## src/rtl/pool1_maxpool.sv

```systemverilog
// First 2x2/stride-2 max-pooling stage: raster stream of CH signed lanes in,
// pooled raster stream out with a fixed one-cycle latency after each (odd,odd) beat.
module pool1_maxpool #(
   parameter int DW   = 16,
   parameter int CH   = 6,
   parameter int IN_W = 24,
   parameter int IN_H = 24
) (
   input  logic             clk,
   input  logic             rst,
   input  logic [CH*DW-1:0] data_in,
   input  logic             data_in_valid,
   output logic [CH*DW-1:0] data_out,
   output logic             data_out_valid,
   output logic             frame_done
);

   localparam int PW = CH * DW;
   localparam int CW = $clog2(IN_W);
   localparam int RW = $clog2(IN_H);
   localparam int LB = IN_W / 2;
   localparam logic [CW-1:0] COL_LAST = CW'(IN_W - 1);
   localparam logic [RW-1:0] ROW_LAST = RW'(IN_H - 1);

   // Per-lane signed maximum; on a tie both operands are identical.
   function automatic logic [PW-1:0] lane_max(input logic [PW-1:0] a, input logic [PW-1:0] b);
      logic [PW-1:0] m;
      m = '0;
      for (int k = 0; k < CH; k++) begin
         m[k*DW +: DW] = ($signed(a[k*DW +: DW]) > $signed(b[k*DW +: DW])) ? a[k*DW +: DW]
                                                                           : b[k*DW +: DW];
      end
      return m;
   endfunction

   logic [CW-1:0] col_q, col_d;
   logic [RW-1:0] row_q, row_d;
   logic [PW-1:0] h_reg_q, h_reg_d;
   logic [PW-1:0] line_buf_q [LB];
   logic [PW-1:0] line_buf_d [LB];
   logic [PW-1:0] data_out_q, data_out_d;
   logic          data_out_valid_q, data_out_valid_d;
   logic          frame_done_q, frame_done_d;

   logic [CW-2:0] lb_idx;
   logic [PW-1:0] hmax;
   logic [PW-1:0] vmax;

   assign lb_idx = col_q[CW-1:1];
   assign hmax   = lane_max(h_reg_q, data_in);
   assign vmax   = lane_max(line_buf_q[lb_idx], hmax);

   // Phase comes entirely from (row[0], col[0]); nothing moves without a valid beat.
   always_comb begin
      col_d            = col_q;
      row_d            = row_q;
      h_reg_d          = h_reg_q;
      line_buf_d       = line_buf_q;
      data_out_d       = data_out_q;
      data_out_valid_d = 1'b0;
      frame_done_d     = 1'b0;
      if (data_in_valid) begin
         if (col_q == COL_LAST) begin
            col_d = '0;
            row_d = (row_q == ROW_LAST) ? '0 : row_q + 1'b1;
         end else begin
            col_d = col_q + 1'b1;
         end
         if (!col_q[0]) begin
            h_reg_d = data_in;
         end else if (!row_q[0]) begin
            line_buf_d[lb_idx] = hmax;
         end else begin
            data_out_d       = vmax;
            data_out_valid_d = 1'b1;
            frame_done_d     = (row_q == ROW_LAST) && (col_q == COL_LAST);
         end
      end
   end

   always_ff @(posedge clk or posedge rst) begin
      if (rst) begin
         col_q            <= '0;
         row_q            <= '0;
         h_reg_q          <= '0;
         data_out_q       <= '0;
         data_out_valid_q <= 1'b0;
         frame_done_q     <= 1'b0;
         for (int i = 0; i < LB; i++) begin
            line_buf_q[i] <= '0;
         end
      end else begin
         col_q            <= col_d;
         row_q            <= row_d;
         h_reg_q          <= h_reg_d;
         data_out_q       <= data_out_d;
         data_out_valid_q <= data_out_valid_d;
         frame_done_q     <= frame_done_d;
         for (int i = 0; i < LB; i++) begin
            line_buf_q[i] <= line_buf_d[i];
         end
      end
   end

   assign data_out       = data_out_q;
   assign data_out_valid = data_out_valid_q;
   assign frame_done     = frame_done_q;

endmodule

```

## config.mk

```make
export PLATFORM = sky130hd
export DESIGN_NAME = pool1_maxpool
export DESIGN_NICKNAME = d
export VERILOG_FILES = /design/src/rtl/pool1_maxpool.sv
export SDC_FILE = /design/constraint.sdc
export NUM_CORES = 2
export LEC_CHECK = 0
export CORE_UTILIZATION = 42
export DETAILED_ROUTE_END_ITERATION = 7
export DONT_BUFFER_PORTS = 1
export SLEW_MARGIN = 0
export SYNTH_ARGS = -nofsm -noshare
export SYNTH_HDL_FRONTEND = slang
export SYNTH_SLANG_ARGS = --single-unit
```

## constraint.sdc

```tcl
create_clock -name clk -period 46.4 [get_ports clk]
set_input_delay 2.32 -clock clk [delete_from_list [all_inputs] [get_ports clk]]
set_output_delay 2.32 -clock clk [all_outputs]
set_load 0.005 [all_outputs]
```

======== Word level (Yosys, flattened, before mapping) ========
Index checks and enable logic that the tools add are counted.
storage, ports and cells
  bits in registers ....................... 1356
  input bits .............................. 99
  output and inout bits ................... 98
cells by class
  add/sub/neg operators ................... 2
  magnitude comparators ................... 14
  equality and inequality tests ........... 2
  muxes and demuxes ....................... 26
  bitwise operators ....................... 3
  reductions and logical operators ........ 6
operators with widths
  operator                                                                      number
  1152-bit bitwise mux                                                          1
  96-bit binary-select mux with 4-bit select                                    1
  96-bit demux with 4-bit select                                                1
  96-bit two-way mux                                                            3
  16-bit greater-than comparator                                                12
  16-bit two-way mux                                                            12
  5-bit by 1-bit adder with 5-bit output, second input constant                 2
  5-bit == test, second input constant                                          2
  5-bit two-way mux                                                             2
  1-bit two-way mux                                                             6
  3-bit AND reduction                                                           2
  5-bit greater-or-equal comparator, second input constant                      1
  5-bit by 1-bit less-than comparator with 1-bit output, second input constant  1
  4-bit inverter with 5-bit output                                              1
  2-bit AND reduction                                                           2
  1-bit logical AND                                                             2
  1-bit inverter                                                                2

======== Longest topological paths before layout ========
  depth after elaboration ................. 6
  mapped depth ............................ 22
  gate-level depth less buffers ........... 17

======== Least setup slack after synthesis ========
No wires, ideal clock.
  path type ............................... in2reg
  from .................................... in data_in[63]
  to ...................................... reg data_out_q[49], in the netlist data_out[49]
  arrival ................................. 6.595 ns
  data required time ...................... 46.265 ns
  setup slack ............................. 39.670 ns
  cell stages on the path ................. 22
  path buffers ............................ 6
  cell sequence ........................... inv_1 ha_1 buf_6 nand4_4 nor4_2 a21bo_2 and3_1 buf_2 buf_4 mux2i_1 mux2_4 buf_6 ha_1 nor2b_1 o211ai_1 a2111o_1 o211ai_1 mux2i_1 or2_2 clkbuf_1 clkbuf_1 o211ai_1
on the way
  cells in the longest elaborated chain, start to end .. 4
ends and longest elaborated chain
  element                         line  source
  start: declaration              11    input logic [CH*DW-1:0] data_in,
  16-bit greater-than comparator  30    m[k*DW +: DW] = ($signed(a[k*DW +: DW]) > $signed(b[k*DW +: DW])) ? a[k*DW +: DW]
  16-bit two-way mux (*)          30
  16-bit greater-than comparator  30
  16-bit two-way mux (*)          30
  end signal: assignment          96    data_out_q <= data_out_d;
  end: declaration                41    logic [PW-1:0] data_out_q, data_out_d;
Mark *: on every way between the ends. The rest lies on a longest branch, timed or not.
A chain may end at the register's enable or synchronous reset.

======== Worst setup path after layout ========
  from .................................... reg col_q[1]
  to ...................................... reg data_out_q[17], in the netlist data_out[17]
on the way
  cells in the longest elaborated chain, start to end .. 6
ends and longest elaborated chain
  element                                                     line  source
  start: declaration                                          36    logic [CW-1:0] col_q, col_d;
  start signal: assignment                                    93    col_q <= col_d;
  4-bit inverter with 5-bit output (not written as such) (*)  51    assign vmax = lane_max(line_buf_q[lb_idx], hmax);
  96-bit binary-select mux with 4-bit select (*)              51
  96-bit two-way mux (not written as such) (*) (2 in a row)   51
  16-bit greater-than comparator                              30
  16-bit two-way mux (*)                                      30
Mark *: on every way between the ends. The rest lies on a longest branch, timed or not. The select of a mux whose other input is x is not followed.

==> results.tsv <==
stage	metric	value	unit
layout	Layout Nets	5874	
critical_path	critical path class	register to register	
timing	sum of negative setup slack	0	ns
timing	relative slew slack	0.0266	
layout	fill cell count	13782	
timing	setup violators final	0	
power	P_leak	0.0320	uW
timing	RSZ-0062 raised after global routing	no	
clock_network	postcts setup bufs	0	
die	initial core utilization	0.424	
power	Cell Pwr Density	70.4	nW/um^2
placed_design	DP Area	65200	um^2
placed_design	DP HPWL	96100	um
route	Post-Route WL	166000	um
clock_network	worst skew pair latency	0.79	ns
layout	Finished Core Util	0.468	
route	Vias/cell	5.55	
critical_path	critical path startpoint	col_q[1]	
layout	leading cell types in the layout, fill and taps excluded	1352 x dfrtp_1, 1222 x nand2_1, 1062 x o21ai_0	
clock_network	CTS root buf	clkbuf_16	
route	Initial DRT Pass Iterations	5	
die	I/O pins	197	
min_path	hold wc startpoint	line_buf_q[118]	
outcome	status	complete, no violations	
global_routing	Total GRT Usage	0.223	
synthesis	syn_nets	6123	
synthesis	Synth cell types	58	
job	max-cap violations	0	
timing	Worst Tran Pin Value	1.42	ns
placed_design	Placer Congestion	0.793	
synthesis	Yosys top cell area share	0.532	
layout	commonest non-fill, non-tap cell in the layout	dfrtp_1	
route	WL/cell	21.5	um
global_routing	vias in the first global route	43726	
power	Peak VDD IR	0.0432	mV
global_routing	Overflow after GRT	0	
synthesis	Synth area leader	dfrtp_1	
clock_network	Bufs on Longest Clock Path	3	
timing	Slew Viols, Final	0	
synthesis	Post-synth EDFFs	0	
timing	Clock Skew	0.0226	ns
synthesis	Ys Warns	0	
min_path	Hold Path Class	register to register	
die	die area	153000	um^2
critical_path	WP data required	47.00	ns
synthesis	Most used DFF post-synth	dfrtp_1	
critical_path	Crit Path Max Fanout	48	
timing	crit share post-route	0.153	
synthesis	Syn Inst Count	5830	
synthesis	Syn Area/Cell	10.9	um^2
synthesis	Post-Syn Area	63800	um^2
clock_network	H-tree levels	4	
synthesis	top cells by area, synth	dfrtp_1 53%, mux4_2 10%, o21ai_0 8.3%, nand2_1 7.3%, mux2_2 4.2%	
synthesis	async set-reset flop share out of synthesis	1.00	
timing	final hold vios	0	
layout	post-route cell area	70400	um^2
route	via count of the routed design	42852	
clock_network	Worst-path clk slew	0.05	ns
route	Iter 0 DRT Violations	2773	
synthesis	Seq/Total Area, Yosys	0.532	
placed_design	# port buffers	0	
global_routing	initial antenna violation count	0	
clock_network	CTS Hold Bufs	0	
timing	Final min period	7.09	ns
clock_network	post-CTS sizing	0	
die	die width	392	um
critical_path	Worst setup EP type	register	
global_routing	largest net degree at the start of global routing	189	
die	total core area	150000	um^2
clock_network	Clock Sinks	1356	
synthesis	flops & latches, synth	1356	
critical_path	Reg-to-Reg Start	col_q[1]	
layout	Area Growth Syn to Fin	10.4	%
timing	Max Clk Rate	141	MHz
placed_design	Inst Count DP	7441	
clock_network	CTS Buf Count	154	
critical_path	CP Launch Type	register	
route	Final ANT Viol Nets	0	
die	row count	142	
timing	final hold slack	0.474	ns
layout	ANT cells	0	
route	DRC	0	
layout	layout cells sized above 1	0.162	
clock_network	CTS tree	built	
global_routing	first-pass GRT wire length	265000	um
critical_path	Worst Path Arrival	7.69	ns
layout	Finished Layout Cells	7719	
die	Die Span Y	392	um
==> cells by family after synthesis <==
family	Yosys count	share of synthesized area
AO/OA/AOI/OAI	1464	0.126
multiplexers	687	0.170
flip-flops	1356	0.532
XOR/XNOR	3	0.000412
buffers and inverters	638	0.0400
adder cells (fa/ha/maj)	194	0.0381
AND/OR/NAND/NOR	1488	0.0941
==> flip-flops by register name, summed over array words and instances (netlist names) <==
| name | count |
|---|---|
| col_q | 5 |
| data_out | 96 |
| data_out_valid | 1 |
| frame_done | 1 |
| h_reg_q | 96 |
| line_buf_q | 1152 |
| row_q | 5 |
==> per-stage QoR <==
stage                     total power [uW]  setup WS (ns)
after floorplan                       3240           5.85
after global placement                3680          38.64
after detailed placement              3750          38.59
after CTS                             5000          39.19
after global routing                  5310          38.70
final                                 4960          39.31
==> cell usage after synthesis (all sizes together), types with 17 or more instances <==
cell,instances
a21oi,116
nor2,66
nand2,1234
clkbuf,416
buf,93
and2,18
o31ai,17
o311ai,46
nand4,43
and3,17
mux2i,153
nand3,68
a21o,30
ha,194
o21ai,1154
mux2,246
o211ai,31
inv,129
mux4,288
dfrtp,1356
==> worst max-delay path, stage by stage, from the launching register on <==
cell and delay (ns):
dfrtp_4 1.02, buf_4 0.67, buf_4 0.75, buf_4 0.72, mux4_2 0.59, mux2i_1 0.18, o21ai_0 0.20, ha_1 0.40
and4_1 0.24, nand4_1 0.12, a21oi_1 0.14, a311oi_1 0.08, a31oi_2 0.80, and2_1 0.72, o31ai_1 0.12
==> final cells by class <==
class | count | area (um^2) | area share
timing repair buffer | 104 | 831 | 0.0118
inverter | 129 | 494 | 0.00702
tap | 2016 | 2520 | 0.0358
multi-input combinational | 3836 | 27400 | 0.390
clock buffer | 220 | 4500 | 0.0639
sequential | 1356 | 33900 | 0.482
clock inverter | 58 | 646 | 0.00917
==> worst paths after layout <==
check,slack [ns],depth (start not counted),end
worst max-delay path,39.31,14,data_out[17]
worst min-delay path,0.47,2,line_buf_q[118]
worst max register to register,39.31,14,data_out[17]
worst min register to register,0.47,2,line_buf_q[118]
max in group asynchronous,40.94,5,data_out[39]
min in group asynchronous,1.51,1,h_reg_q[90]
==> where the power goes <==
part	internal, uW	switching (uW)
sequential	1640	288
clock	736	498
combinational	775	1020
==> layer usage <==
| layer | global-route usage | vias to the layer above | part of all wire |
|---|---|---|---|
| li1 | - | 20094 | - |
| met1 | 0.312 | 21708 | 0.46 |
| met2 | 0.358 | 822 | 0.47 |
| met3 | 0.0387 | 228 | 0.049 |
| met4 | 0.0564 | 0 | 0.020 |
| met5 | 0 | - | 0 |
Power figures use the tool's default switching activity.
